## src/rtl/trng_pkg.sv

```systemverilog
// Shared types and defaults for the TRNG entropy post-processing stage.
package trng_pkg;

    typedef enum logic [1:0] {
        ST_OFF  = 2'd0,
        ST_RUN  = 2'd1,
        ST_FAIL = 2'd2
    } state_e;

    localparam int DATA_W_DEF     = 32;
    localparam int RCT_CUTOFF_DEF = 32;
    localparam int RCT_CNT_W      = 8;

endpackage

```

## src/rtl/trng_rct.sv

```systemverilog
// Repetition-count health test: counts runs of identical raw bits and
// pulses trip on the bit that brings the run up to the cutoff.
module trng_rct
    import trng_pkg::*;
#(
    parameter int RCT_CUTOFF = RCT_CUTOFF_DEF
) (
    input  logic clk,
    input  logic rst,
    input  logic raw_bit,
    input  logic raw_vld,
    input  logic clear,
    output logic trip
);

    localparam logic [RCT_CNT_W-1:0] CUTOFF = RCT_CNT_W'(RCT_CUTOFF);

    logic [RCT_CNT_W-1:0] cnt_p0;
    logic [RCT_CNT_W-1:0] cnt_nxt;
    logic                 prev_p0;
    logic                 repeat_bit;

    function automatic logic [RCT_CNT_W-1:0] sat_inc(input logic [RCT_CNT_W-1:0] cnt);
        if (cnt >= CUTOFF) begin
            return CUTOFF;
        end
        return cnt + 1'b1;
    endfunction

    // A zero count means no bit seen since the last clear.
    always_comb begin
        repeat_bit = (cnt_p0 != '0) && (raw_bit == prev_p0);
        cnt_nxt    = repeat_bit ? sat_inc(cnt_p0) : RCT_CNT_W'(1);
        trip       = raw_vld && !clear && (cnt_nxt >= CUTOFF);
    end

    always_ff @(posedge clk) begin
        if (rst || clear) begin
            cnt_p0 <= '0;
        end else if (raw_vld) begin
            cnt_p0 <= cnt_nxt;
        end
    end

    always_ff @(posedge clk) begin
        if (raw_vld && !clear) begin
            prev_p0 <= raw_bit;
        end
    end

endmodule

```

## src/rtl/trng_postproc.sv

```systemverilog
// Entropy post-processing: health test, optional von Neumann debias,
// LSB-first word packing and a one-word output register with valid/ready.
module trng_postproc
    import trng_pkg::*;
#(
    parameter int DATA_W     = DATA_W_DEF,
    parameter int RCT_CUTOFF = RCT_CUTOFF_DEF
) (
    input  logic              CLK_I,
    input  logic              RST_I,
    input  logic              EN_I,
    input  logic              RAW_BIT_I,
    input  logic              RAW_VLD_I,
    input  logic              VN_BYPASS_I,
    output logic [DATA_W-1:0] DATA_O,
    output logic              DATA_VLD_O,
    input  logic              DATA_RDY_I,
    output logic              RCT_FAIL_O,
    input  logic              FAIL_CLR_I,
    output logic              DROP_O
);

    localparam int              CNT_W = $clog2(DATA_W);
    localparam logic [CNT_W-1:0] LAST = CNT_W'(DATA_W - 1);

    state_e state_p0;
    state_e state_nxt;
    logic   in_run;
    logic   in_off;

    logic              take;
    logic              rct_clear;
    logic              rct_trip;
    logic              flush;
    logic              emit;
    logic              emit_bit;
    logic              wr;
    logic              drop_evt;
    logic              done;
    logic              accept;
    logic              load_out;
    logic [DATA_W-1:0] word;

    logic              bypass_p0;
    logic              half_p0;
    logic              pair_p0;
    logic [CNT_W-1:0]  bit_cnt_p0;
    logic              full_p0;
    logic [DATA_W-1:0] pack_p0;
    logic [DATA_W-1:0] data_p1;
    logic              vld_p1;
    logic              fail_p1;
    logic              drop_p1;

    always_ff @(posedge CLK_I) begin
        if (RST_I) begin
            state_p0 <= ST_OFF;
        end else begin
            state_p0 <= state_nxt;
        end
    end

    always_comb begin
        state_nxt = state_p0;
        if (!EN_I) begin
            state_nxt = ST_OFF;
        end else begin
            case (state_p0)
                ST_OFF:  state_nxt = ST_RUN;
                ST_RUN:  if (rct_trip)   state_nxt = ST_FAIL;
                ST_FAIL: if (FAIL_CLR_I) state_nxt = ST_RUN;
                default: state_nxt = ST_OFF;
            endcase
        end
    end

    always_comb begin
        in_run = (state_p0 == ST_RUN);
        in_off = (state_p0 == ST_OFF);
    end

    // A clear pulse wins over a raw bit arriving in the same cycle.
    always_comb begin
        take      = in_run && EN_I && RAW_VLD_I && !FAIL_CLR_I;
        rct_clear = !in_run || !EN_I || FAIL_CLR_I;
    end

    trng_rct #(
        .RCT_CUTOFF (RCT_CUTOFF)
    ) u_rct (
        .clk     (CLK_I),
        .rst     (RST_I),
        .raw_bit (RAW_BIT_I),
        .raw_vld (take),
        .clear   (rct_clear),
        .trip    (rct_trip)
    );

    // Stage 0: pair logic and packer
    always_comb begin
        flush    = !in_run || !EN_I || rct_trip;
        emit     = 1'b0;
        emit_bit = RAW_BIT_I;
        if (take) begin
            if (bypass_p0) begin
                emit = 1'b1;
            end else if (half_p0) begin
                emit     = (pair_p0 != RAW_BIT_I);
                emit_bit = pair_p0;
            end
        end
        wr       = emit && !full_p0;
        drop_evt = emit && full_p0;
        done     = wr && (bit_cnt_p0 == LAST);
        accept   = vld_p1 && DATA_RDY_I;
        load_out = done && (!vld_p1 || accept);
        word     = pack_p0;
        word[bit_cnt_p0] = emit_bit;
    end

    always_ff @(posedge CLK_I) begin
        if (RST_I) begin
            bypass_p0  <= 1'b0;
            half_p0    <= 1'b0;
            bit_cnt_p0 <= '0;
            full_p0    <= 1'b0;
            vld_p1     <= 1'b0;
        end else begin
            // Mode only changes while idle or between words.
            if (in_off || (done && !flush)) begin
                bypass_p0 <= VN_BYPASS_I;
            end
            if (flush) begin
                half_p0    <= 1'b0;
                bit_cnt_p0 <= '0;
                full_p0    <= 1'b0;
                vld_p1     <= 1'b0;
            end else begin
                if (take && !bypass_p0) begin
                    half_p0 <= !half_p0;
                end
                if (wr) begin
                    bit_cnt_p0 <= bit_cnt_p0 + 1'b1;
                end
                if (full_p0 && accept) begin
                    full_p0 <= 1'b0;
                end else if (done && !load_out) begin
                    full_p0 <= 1'b1;
                end
                if (done || (full_p0 && accept)) begin
                    vld_p1 <= 1'b1;
                end else if (accept) begin
                    vld_p1 <= 1'b0;
                end
            end
        end
    end

    always_ff @(posedge CLK_I) begin
        if (take && !bypass_p0 && !half_p0) begin
            pair_p0 <= RAW_BIT_I;
        end
        if (flush) begin
            pack_p0 <= '0;
        end else if (wr) begin
            pack_p0 <= word;
        end
    end

    // Stage 1: output register and sticky flags
    always_ff @(posedge CLK_I) begin
        if (RST_I || flush) begin
            data_p1 <= '0;
        end else if (full_p0 && accept) begin
            data_p1 <= pack_p0;
        end else if (load_out) begin
            data_p1 <= word;
        end
    end

    always_ff @(posedge CLK_I) begin
        if (RST_I) begin
            fail_p1 <= 1'b0;
            drop_p1 <= 1'b0;
        end else begin
            if (FAIL_CLR_I) begin
                fail_p1 <= 1'b0;
            end else if (rct_trip) begin
                fail_p1 <= 1'b1;
            end
            if (FAIL_CLR_I) begin
                drop_p1 <= 1'b0;
            end else if (drop_evt && !flush) begin
                drop_p1 <= 1'b1;
            end
        end
    end

    assign DATA_O     = data_p1;
    assign DATA_VLD_O = vld_p1;
    assign RCT_FAIL_O = fail_p1;
    assign DROP_O     = drop_p1;

endmodule

```

## config.mk

```make
export PLATFORM = sky130hd
export DESIGN_NAME = trng_postproc
export DESIGN_NICKNAME = d
export VERILOG_FILES = /design/src/rtl/trng_pkg.sv /design/src/rtl/trng_rct.sv /design/src/rtl/trng_postproc.sv
export SDC_FILE = /design/constraint.sdc
export NUM_CORES = 1
export LEC_CHECK = 0
export CORE_MARGIN = 2
export CORE_UTILIZATION = 40
export CTS_CLUSTER_DIAMETER = 100
export DETAILED_ROUTE_END_ITERATION = 10
export SLEW_MARGIN = 15
export SYNTH_ARGS = -nofsm -noshare
export SYNTH_HDL_FRONTEND = slang
export SYNTH_SLANG_ARGS = --single-unit
export TNS_END_PERCENT = 50
```

## constraint.sdc

```tcl
create_clock -name CLK_I -period 2.33 [get_ports CLK_I]
set_input_delay 0.5825 -clock CLK_I [delete_from_list [all_inputs] [get_ports CLK_I]]
set_output_delay 0.5825 -clock CLK_I [all_outputs]
set_load 0.02 [all_outputs]
```

=== Word-level counts from Yosys, hierarchy flattened ===
Cells that the tools add are included.

* Memories: 0
* Flip-flop bits (word level): 87
* Bits in read-only memories: 0
* RAM bits: 0
* Input port bits: 8
* Bits in latches: 0

* Divide/modulo/power cells: 0
* Add/subtract/negate cells: 2
* Shift operators: 0
* Mux-type cells: 20
* Multiply operators: 0
* Bitwise logic cells: 1
* Order comparisons: 4
* Equal/unequal tests: 7
* Reduce and logical (&&, ||, !) cells: 45

{| class="wikitable"
|+ Operators with widths
! cell !! number
|-
| 32-bit 2-to-1 mux || 2
|-
| 32-bit bitwise mux || 1
|-
| 8-bit 2-to-1 mux || 3
|-
| 1-bit logical AND || 18
|-
| 8-bit by 6-bit greater-or-equal comparator with 1-bit output, second input constant || 2
|-
| 1-bit zero test || 10
|-
| 1-bit 2-to-1 mux || 10
|-
| 8-bit by 1-bit adder with 8-bit output, second input constant || 1
|-
| 1-bit logical OR || 8
|-
| 8-bit nonzero test || 1
|-
| 5-bit by 6-bit less-than comparator with 1-bit output, second input constant || 1
|-
| 2-bit one-hot mux with 3 select lines || 1
|-
| 2-bit OR reduction || 3
|-
| 5-bit by 1-bit adder with 5-bit output, second input constant || 1
|-
| 1-bit demux with 5-bit select || 1
|-
| 5-bit equality test, second input constant || 1
|-
| 5-bit by 1-bit greater-or-equal comparator with 1-bit output, second input constant || 1
|-
| 2-bit 2-to-1 mux || 2
|-
| 2-bit nonzero test || 2
|-
| 3-bit OR reduction || 1
|-
| 2-bit by 1-bit equality test with 1-bit output, second input constant || 1
|-
| 2-bit equality test, second input constant || 1
|-
| 2-bit zero test || 1
|-
| 2-bit by 1-bit != test with 1-bit output, second input constant || 1
|-
| other kinds (5) || 5
|}

=== Depth between registers and ports, before layout ===
Gate-level depths: netlist (run 1).

* Depth in word-level cells: 11
* Depth in mapped cells: 11
* Depth with buffers taken out: 8

=== By module ===
Synthesis (run 1) repeated with hierarchy kept, for this count alone.

* Cell total of the unflattened synthesis: 455
* Area total of the unflattened synthesis: 4002.6 µm²

{| class="wikitable"
|+ By module, submodules not included
! module !! cells an instance !! sequential area each (µm²) !! times used !! area each (µm²)
|-
| trng_postproc || 407 || 1571.5 || 1 || 3532.1
|-
| trng_rct || 48 || 190.2 || 1 || 470.5
|}

=== Worst setup path before layout (run 1) ===
No wires, ideal clock.

* Path kind: register -> register
* Start: reg bit_cnt_p0[2]
* End: reg data_p1[14] (netlist: DATA_O[14])
* Cell stages (with the launch flop): 12
* Path slack: -0.075 ns
* Path buffers: 4
* Library setup time: 0.074 ns
* Clock period less this slack: 2.405 ns
* Data required time: 2.256 ns
* Data arrival time: 2.331 ns
* Cell sequence: dfxtp_1 -> clkbuf_1 -> buf_1 -> and3_1 -> ha_1 -> nand2b_1 -> a2111oi_4 -> and2_1 -> buf_2 -> buf_4 -> o311ai_0 -> a31oi_1

* Longest elaborated chain between the ends: 7
* Elaborated cells on any way between the ends: 12

{| class="wikitable"
|+ Ends and longest elaborated chain
! what !! line !! text
|-
| start: declaration || trng_postproc.sv:47 || <nowiki>logic [CNT_W-1:0] bit_cnt_p0;</nowiki>
|-
| start signal: assignment || trng_postproc.sv:143 || <nowiki>bit_cnt_p0 <= bit_cnt_p0 + 1'b1;</nowiki>
|-
| 5-bit by 6-bit less-than comparator with 1-bit output (not written as such) or 5-bit by 1-bit greater-or-equal comparator with 1-bit output (tied branches) || trng_postproc.sv:118 || <nowiki>word[bit_cnt_p0] = emit_bit;</nowiki>
|-
| 1-bit logical AND (not written as such) || trng_postproc.sv:118 ||
|-
| 1-bit 2-to-1 mux (not written as such) || trng_postproc.sv:118 ||
|-
| 1-bit demux with 5-bit select || trng_postproc.sv:118 ||
|-
| 32-bit bitwise mux || trng_postproc.sv:118 ||
|-
| 32-bit 2-to-1 mux || trng_postproc.sv:176 || <nowiki>end else if (load_out) begin</nowiki>
|-
| 32-bit 2-to-1 mux || trng_postproc.sv:174 || <nowiki>end else if (full_p0 && accept) begin</nowiki>
|-
| end signal: assignment || trng_postproc.sv:175 || <nowiki>data_p1 <= pack_p0;</nowiki>
|-
| end signal: assignment || trng_postproc.sv:177 || <nowiki>data_p1 <= word;</nowiki>
|-
| end: declaration || trng_postproc.sv:50 || <nowiki>logic [DATA_W-1:0] data_p1;</nowiki>
|}

Several ways; a longest one is shown, not always the timed one. The select of a mux whose other input is x is not followed.
A chain may end at the register's enable or synchronous reset.

=== Worst setup path in the final report (run 1) ===
* Start: in EN_I
* End: reg data_p1[4] (netlist: DATA_O[4])

* Longest elaborated chain between the ends: 8
* Elaborated cells on any way between the ends: 20

{| class="wikitable"
|+ Ends and longest elaborated chain
! what !! line !! text
|-
| start: declaration || trng_postproc.sv:11 || <nowiki>input logic EN_I,</nowiki>
|-
| 1-bit logical AND or 1-bit zero test (tied branches) || trng_postproc.sv:84, trng_postproc.sv:85, trng_postproc.sv:101 ||
|-
| 1-bit logical AND or 1-bit logical OR (tied branches) || trng_postproc.sv:84, trng_postproc.sv:85, trng_postproc.sv:101 ||
|-
| 1-bit logical AND or 1-bit logical OR (tied branches) || trng_postproc.sv:84, trng_postproc.sv:85 ||
|-
| 1-bit 2-to-1 mux or 1-bit zero test (tied branches) || trng_postproc.sv:104, trng_rct.sv:34 ||
|-
| 1-bit logical AND, on equally long branches || trng_postproc.sv:112, trng_rct.sv:34 ||
|-
| 1-bit logical AND, on equally long branches || trng_postproc.sv:114, trng_rct.sv:34 ||
|-
| 1-bit logical AND or 1-bit logical OR (tied branches) || trng_postproc.sv:116, trng_postproc.sv:101 ||
|-
| 2-bit nonzero test (no source line) or 1-bit logical OR (tied branches) || - ||
|}

Several ways; a longest one is shown, not always the timed one. The select of a mux whose other input is x is not followed.

==> results of run 1 <==
-- worst max path at each step --
stage	from	end	slack, ps	depth (start not counted)
CTS	EN_I	pack_p0[31]	40	7
floorplan	bit_cnt_p0[2]	DATA_O[14]	40	11
finish	EN_I	DATA_O[4]	100	8
global placement	EN_I	pack_p0[27]	-330	7
global route	bit_cnt_p0[0]	DATA_O[14]	3	9
detailed placement	EN_I	pack_p0[31]	-340	7
-- power groups by stage --
stage / Combinational [mW] / Clock (mW) / Sequential (mW)
4_1_cts: 0.122 / 1.52 / 1.50
2_1_floorplan: 0.0572 / 0 / 1.53
3_5_place_dp: 0.121 / 0 / 1.53
5_1_grt: 0.131 / 1.59 / 1.50
6_report: 0.122 / 1.49 / 1.50
3_3_place_gp: 0.120 / 0 / 1.53
-- registers in the layout, indices dropped and copies added (netlist names) --
| name | count |
|---|---|
| half_p0 | 1 |
| full_p0 | 1 |
| state_p0 | 2 |
| RCT_FAIL_O | 1 |
| u_rct.cnt_p0 | 8 |
| DATA_VLD_O | 1 |
| DATA_O | 32 |
| bit_cnt_p0 | 5 |
| pack_p0 | 32 |
| pair_p0 | 1 |
| bypass_p0 | 1 |
| DROP_O | 1 |
| u_rct.prev_p0 | 1 |
-- stage by stage --
step / setup WS, ps / instance area [um2] / cells
6_report: 103 / 5720 / 742
5_1_grt: 3.43 / 5720 / 742
4_1_cts: 35.6 / 5710 / 740
3_5_place_dp: -341 / 5400 / 724
3_3_place_gp: -327 / 5400 / 724
2_1_floorplan: 39.2 / 4510 / 530
-- cells by family after synthesis --
kind of cell	count (synthesis)	synth area share [%]
adder cells (fa/ha/maj)	7	1.94
multiplexers	8	1.78
XOR/XNOR	8	1.55
flip-flops	87	39.1
AO/OA/AOI/OAI	165	27.1
buffers and inverters	55	5.85
AND/OR/NAND/NOR	200	22.7
-- layout make-up --
| cell class | instances | area, um2 | share of cell area [%] |
|---|---|---|---|
| clock inverter | 6 | 66.3 | 1.16 |
| multi-input combinational | 388 | 2490 | 43.5 |
| timing repair buffer | 98 | 941 | 16.4 |
| inverter | 13 | 48.8 | 0.852 |
| tap | 140 | 175 | 3.06 |
| sequential | 87 | 1760 | 30.8 |
| clock buffer | 10 | 239 | 4.17 |
-- worst max-delay path, delay by kind of cell --
kind / cells / cell delay [ps]
buffers and inverters: 3 / 750
AO/OA/AOI/OAI: 3 / 650
AND/OR/NAND/NOR: 2 / 460
-- cells in the final DEF, fill, tap and decap left out, types with 3 or more instances in the layout --
cell type / count
dfxtp_1: 85
nand2_1: 64
nor2_1: 48
buf_4: 48
clkdlybuf4s50_1: 42
a31oi_1: 34
a21oi_1: 33
o221ai_1: 28
a311oi_1: 27
nor3_1: 18
nand2b_1: 17
inv_1: 12
a22o_1: 12
a22oi_1: 12
nand3_1: 9
clkbuf_16: 9
mux2i_1: 8
buf_12: 8
and3_1: 7
and2_1: 7
ha_1: 7
xor2_1: 5
nand4_1: 5
nor2b_1: 5
nand3b_1: 3
xnor2_1: 3
nor4_4: 3
-- routing by layer --
layer	vias up	part of all wire, %	global-route usage [%]
met2	130	47	33.3
met1	2120	47	29.9
met5	-	0	0
met4	0	1.1	6.52
met3	12	4.5	4.47
li1	2122	-	-
-- repair_timing --
item / CTS / global route
pin swaps: 0 / 1
setup buffers: 0 / 2
endpoints found under the setup margin: 2 / 57
resized for setup: 1 / 2
==> run metrics, run 1 <==
run status finished clean; synthesized cell area between 4000 and 5000 um2; total number of vias 4,384; H-tree levels 3; num rows 38; crit start category input pin; post-DP HPWL 8810 um; P&R area growth vs syn 26.9%; f_max 449 MHz; count leader, synth dfxtp_1; antenna fix cells 0; Hold Path Sink DATA_O[17]; CP Capture Type register; # DRC 0; minimum clock period between 2000 and 2500 ps; GRT overflow 0; Synth Flop Type dfxtp_1; P_int ~2.4 mW; Reg2Reg Capture Point DATA_O[14]; largest cells by area after synthesis dfxtp_1 38%, o221ai_1 5.4%, nand2_1 5.3%, a311oi_1 5.2%, a31oi_1 4.7%; reg2reg start bit_cnt_p0[0]; most common cell type on the critical path buf_4; Worst EP required about 2500 ps; worst slew pin tran 910 ps; CTS tree done; initial antenna violation count 0; IO Port Bufs 42; Ports 43; CP Max Fanout 5; Seq/Total Area, Yosys about two fifths; post-synth net total 545; sequential power share between 40% and 50%; Root Driver clkbuf_16; Pwr Density between 500 and 600 nW/um2; Reg clk slew, reported paths roughly 70 ps; worst min path class reg2reg; WHS Path Cells 2; Slowest cell on crit path clkdlybuf4s50_1; fin util between 50% and 60%; class of the most critical setup path in2reg; Final Setup Violations 0; RSZ-0062 raised after global routing no; Final nets 612; FF+latch count, synth 87; Num CTS Buffers 9; Gate Count Post-Synth 530; clk buf depth 2; LEAKAGE between 1.5 and 2 nW; Max VDD drop 0.259 mV; All-Layer GR Usage 21.4%; starting density of the core roughly 41%; share of layout cells above drive strength 1 roughly 15%; switching share of power approximately 22%; Synth top area share between 30% and 40%; final hold slack approximately 460 ps; Clk pwr share around 48%; Final period util 95.6%; core area ~11,000 um2; CP Cell Sequence clkdlybuf4s50_1 > buf_4 > and4bb_2 > a31o_2 > buf_4 > nand4b_1 > o221ai_1 > a31oi_1; synth cell count leaders 85 x dfxtp_1, 64 x nand2_1, 48 x nor2_1; Hold Violations, Final 0; Sink Count a little under 90; R2R setup slack around 120 ps; vias in the first global route 3,885; switching power around 700 uW; Tot Pwr approximately 3.1 mW; Detailed Route Iter0 Violations ~360; Register-to-Register Path Depth 9; largest area contributor in the netlist dfxtp_1; drt total wl about 13,000 um; setup TNS 0 ps; Hold Startpoint DATA_O[17]; Routed Antenna Nets 0; Post-synth EDFFs 2; first drt pass iteration count 8; Combinational Power Share about 3.9%; yosys warns 0; Die H 110 um; Avg WL per Cell around 17 um; Max stage delay on crit path 480 ps; largest net degree at the start of global routing 33; max-cap viol count 0; crit path DAT between 2000 and 2500 ps; number of filler cells placed in the layout roughly 1,000; routability cong. between 0.8 and 0.9; global-route wire length before repair just over 20,000 um; Die W approximately 110 um; Async SR Flop Fraction 0%; fin. max-slew vios 0; DR vias/cell about 5.9; Clock Skew ~7.5 ps; Hold-fix buffers, CTS 0; die footprint ~12,000 um2; clock latency on the worst-skew pair between 300 and 400 ps; Netlist cell types between 50 and 60; Max-slew headroom 39.2%; syn avg cell area approximately 8.5 um2
Power figures use the tool's default switching activity.
==> inputs of run 2 (changes only) <==
--- a/config.mk
+++ b/config.mk
@@ -5,6 +5,7 @@
 export SDC_FILE = /design/constraint.sdc
 export NUM_CORES = 1
 export LEC_CHECK = 0
+export ABC_CLOCK_PERIOD_IN_PS = 2330
 export CORE_MARGIN = 2
 export CORE_UTILIZATION = 40
 export CTS_CLUSTER_DIAMETER = 100
==> results of run 2 <==
Same layout as run 1: the final DEF is identical, and so are final timing and power.
==> inputs of run 3 (changes only) <==
--- a/config.mk
+++ b/config.mk
@@ -10,6 +10,8 @@
 export CORE_UTILIZATION = 40
 export CTS_CLUSTER_DIAMETER = 100
 export DETAILED_ROUTE_END_ITERATION = 10
+export GPL_ROUTABILITY_DRIVEN = 0
+export MAX_ROUTING_LAYER = met4
 export SLEW_MARGIN = 15
 export SYNTH_ARGS = -nofsm -noshare
 export SYNTH_HDL_FRONTEND = slang
==> run 3 against run 2 <==
Core utilization did not move. Clock-buffer cell count unchanged. Highest routed layer unchanged. Sequential power about the same. Largest power group unchanged. Largest cell class unchanged.
==> run metrics, run 3 (same netlist as run 1, synthesis figures left out) <==
class of the most critical setup path in2reg (unchanged); worst path bufs/invs 3 (unchanged); CP Cell Sequence clkdlybuf4s50_1 > buf_4 > and4bb_2 > a31o_2 > buf_4 > nand4b_1 > o221ai_1 > a31oi_1 (unchanged); Pwr Density 544 nW/um2 (about the same); fin. max-slew vios 0 (unchanged); # DRC 0 (unchanged); Num CTS Buffers 9 (unchanged); Final nets 612 (unchanged); Worst EP required 2540 ps (about the same); CTS tree done (unchanged); Root Driver clkbuf_16 (unchanged); Slowest cell on crit path clkdlybuf4s50_1 (unchanged); Ports 43 (unchanged); H-tree levels 3 (unchanged); total number of vias 4,364 (was 4,384); All-Layer GR Usage 22.1% (was 21.4%); first drt pass iteration count 5 (was 8); critical path's top delay family buffers and inverters (unchanged); Max-slew headroom 39.0% (was 39.2%); Final Setup Violations 0 (unchanged); Final period util 96.0% (was 95.6%); Clock Skew 8.66 ps (was 7.46 ps); RSZ-0062 raised after global routing no (unchanged); crit path DAT 2450 ps (was 2440 ps); LEAKAGE 1.86 nW (unchanged); most common cell after layout, fill and taps aside dfxtp_1 (unchanged); f_max 447 MHz (was 449 MHz); worst min path class reg2reg (unchanged); Avg WL per Cell 16.8 um (was 16.9 um); Max VDD drop 0.267 mV (was 0.259 mV); share of layout cells above drive strength 1 14.8% (unchanged); Routed Antenna Nets 0 (unchanged); R2R setup slack 130 ps (was 120 ps); max layer used met4 (unchanged); initial antenna violation count 0 (unchanged); max-cap viol count 0 (unchanged); crit start category input pin (unchanged); Routed met3 length 529 um (was 563 um); largest net degree at the start of global routing 33 (unchanged); Sink Count 87 (unchanged); clock latency on the worst-skew pair 340 ps (about the same); vias in the first global route 3,887 (was 3,885); IO Port Bufs 42 (unchanged); global-route wire length before repair 20,200 um (unchanged); minimum clock period 2240 ps (was 2230 ps); run status finished clean (unchanged); DR WL met2 5860 um (was 5900 um); starting density of the core 41.2% (unchanged); most common cell type on the critical path buf_4 (unchanged); num rows 38 (unchanged); M1 WL 5930 um (was 5960 um); final hold slack 459 ps (about the same); Reg clk slew, reported paths 70 ps (about the same); CP Capture Type register (unchanged); DR vias/cell 5.88 (was 5.91); post-DP HPWL 8810 um (unchanged); Final Instance Count excl. Fillers 742 (unchanged); CP Max Fanout 5 (unchanged); Cells after DPL 724 (unchanged); Die H 110 um (unchanged); commonest cells after routing, fill and taps aside 85 x dfxtp_1, 64 x nand2_1, 48 x nor2_1, 48 x buf_4, 42 x clkdlybuf4s50_1 (unchanged); fin util 52.3% (unchanged); Hold Violations, Final 0 (unchanged); number of filler cells placed in the layout 1,025 (unchanged); antenna fix cells 0 (unchanged); clk buf depth 2 (unchanged); drt total wl 12,500 um (was 12,600 um); GRT overflow 0 (unchanged); Max stage delay on crit path 480 ps (about the same); die footprint 12,100 um2 (unchanged); worst slew pin tran 913 ps (was 910 ps); Hold-fix buffers, CTS 0 (unchanged); core area 10,900 um2 (unchanged); Die W 110 um (unchanged); Detailed Route Iter0 Violations 400 (was 362); P&R area growth vs syn 26.9% (unchanged)
## run 3: final cells by class
class / instances / area [um2] / share of cell area (%)
multi-input cells: 388 / 2490 / 43.5
flip-flops and latches: 87 / 1760 / 30.8
repair buffers: 98 / 941 / 16.4
clock buffers: 10 / 239 / 4.17
well taps: 140 / 175 / 3.06
clock inverters: 6 / 66.3 / 1.16
inverters: 13 / 48.8 / 0.852
## run 3: path summary, 6_finish.rpt
path	start	to	cells after the start
min	DATA_O[17]	DATA_O[17]	2
max	EN_I	DATA_O[4]	8
min reg2reg	DATA_O[17]	DATA_O[17]	2
max reg2reg	bit_cnt_p0[0]	DATA_O[15]	9
## run 3: power breakdown
group | switching, mW | internal (mW) | leakage [nW] | total (mW)
registers | 0.00311 | 1.49 | 0.703 | 1.50
clock network | 0.630 | 0.865 | 0.149 | 1.49
logic | 0.0681 | 0.0545 | 1.00 | 0.123
total | 0.701 | 2.41 | 1.86 | 3.11
## run 3: metrics by stage
stage | cell area [um2] | TNS [ps] | worst slack, ps | power, mW
6_report | 5720 | 0 | 92.0 | 3.11
5_1_grt | 5720 | 0 | 4.45 | 3.22
4_1_cts | 5710 | 0 | 35.6 | 3.14
3_5_place_dp | 5400 | -18500 | -341 | 1.65
3_3_place_gp | 5400 | -15520 | -327 | 1.65
2_1_floorplan | 4510 | 0 | 39.2 | 1.59
## run 3: routing by layer
layer  global-route usage [%]  up-vias
met5                        -        -
met4                     6.52        0
met3                     4.41       14
met2                     33.3      128
met1                     29.9     2098
li1                         -     2124
## run 3: worst reg2reg max path, delay by kind of cell (launching register included)
| kind | cells | cell delay [ps] |
|---|---|---|
| DFF | 1 | 320 |
| and+or+nand+nor | 4 | 1040 |
| AOI/OAI and AO/OA | 2 | 210 |
| buffers and inverters | 1 | 160 |
| adders and majority gates | 2 | 400 |
## run 3: what timing repair did
action                     CTS  global route
resized for setup            1             2
buffers inserted             0             2
setup endpoints to repair    2            57
pin swaps                    0             1
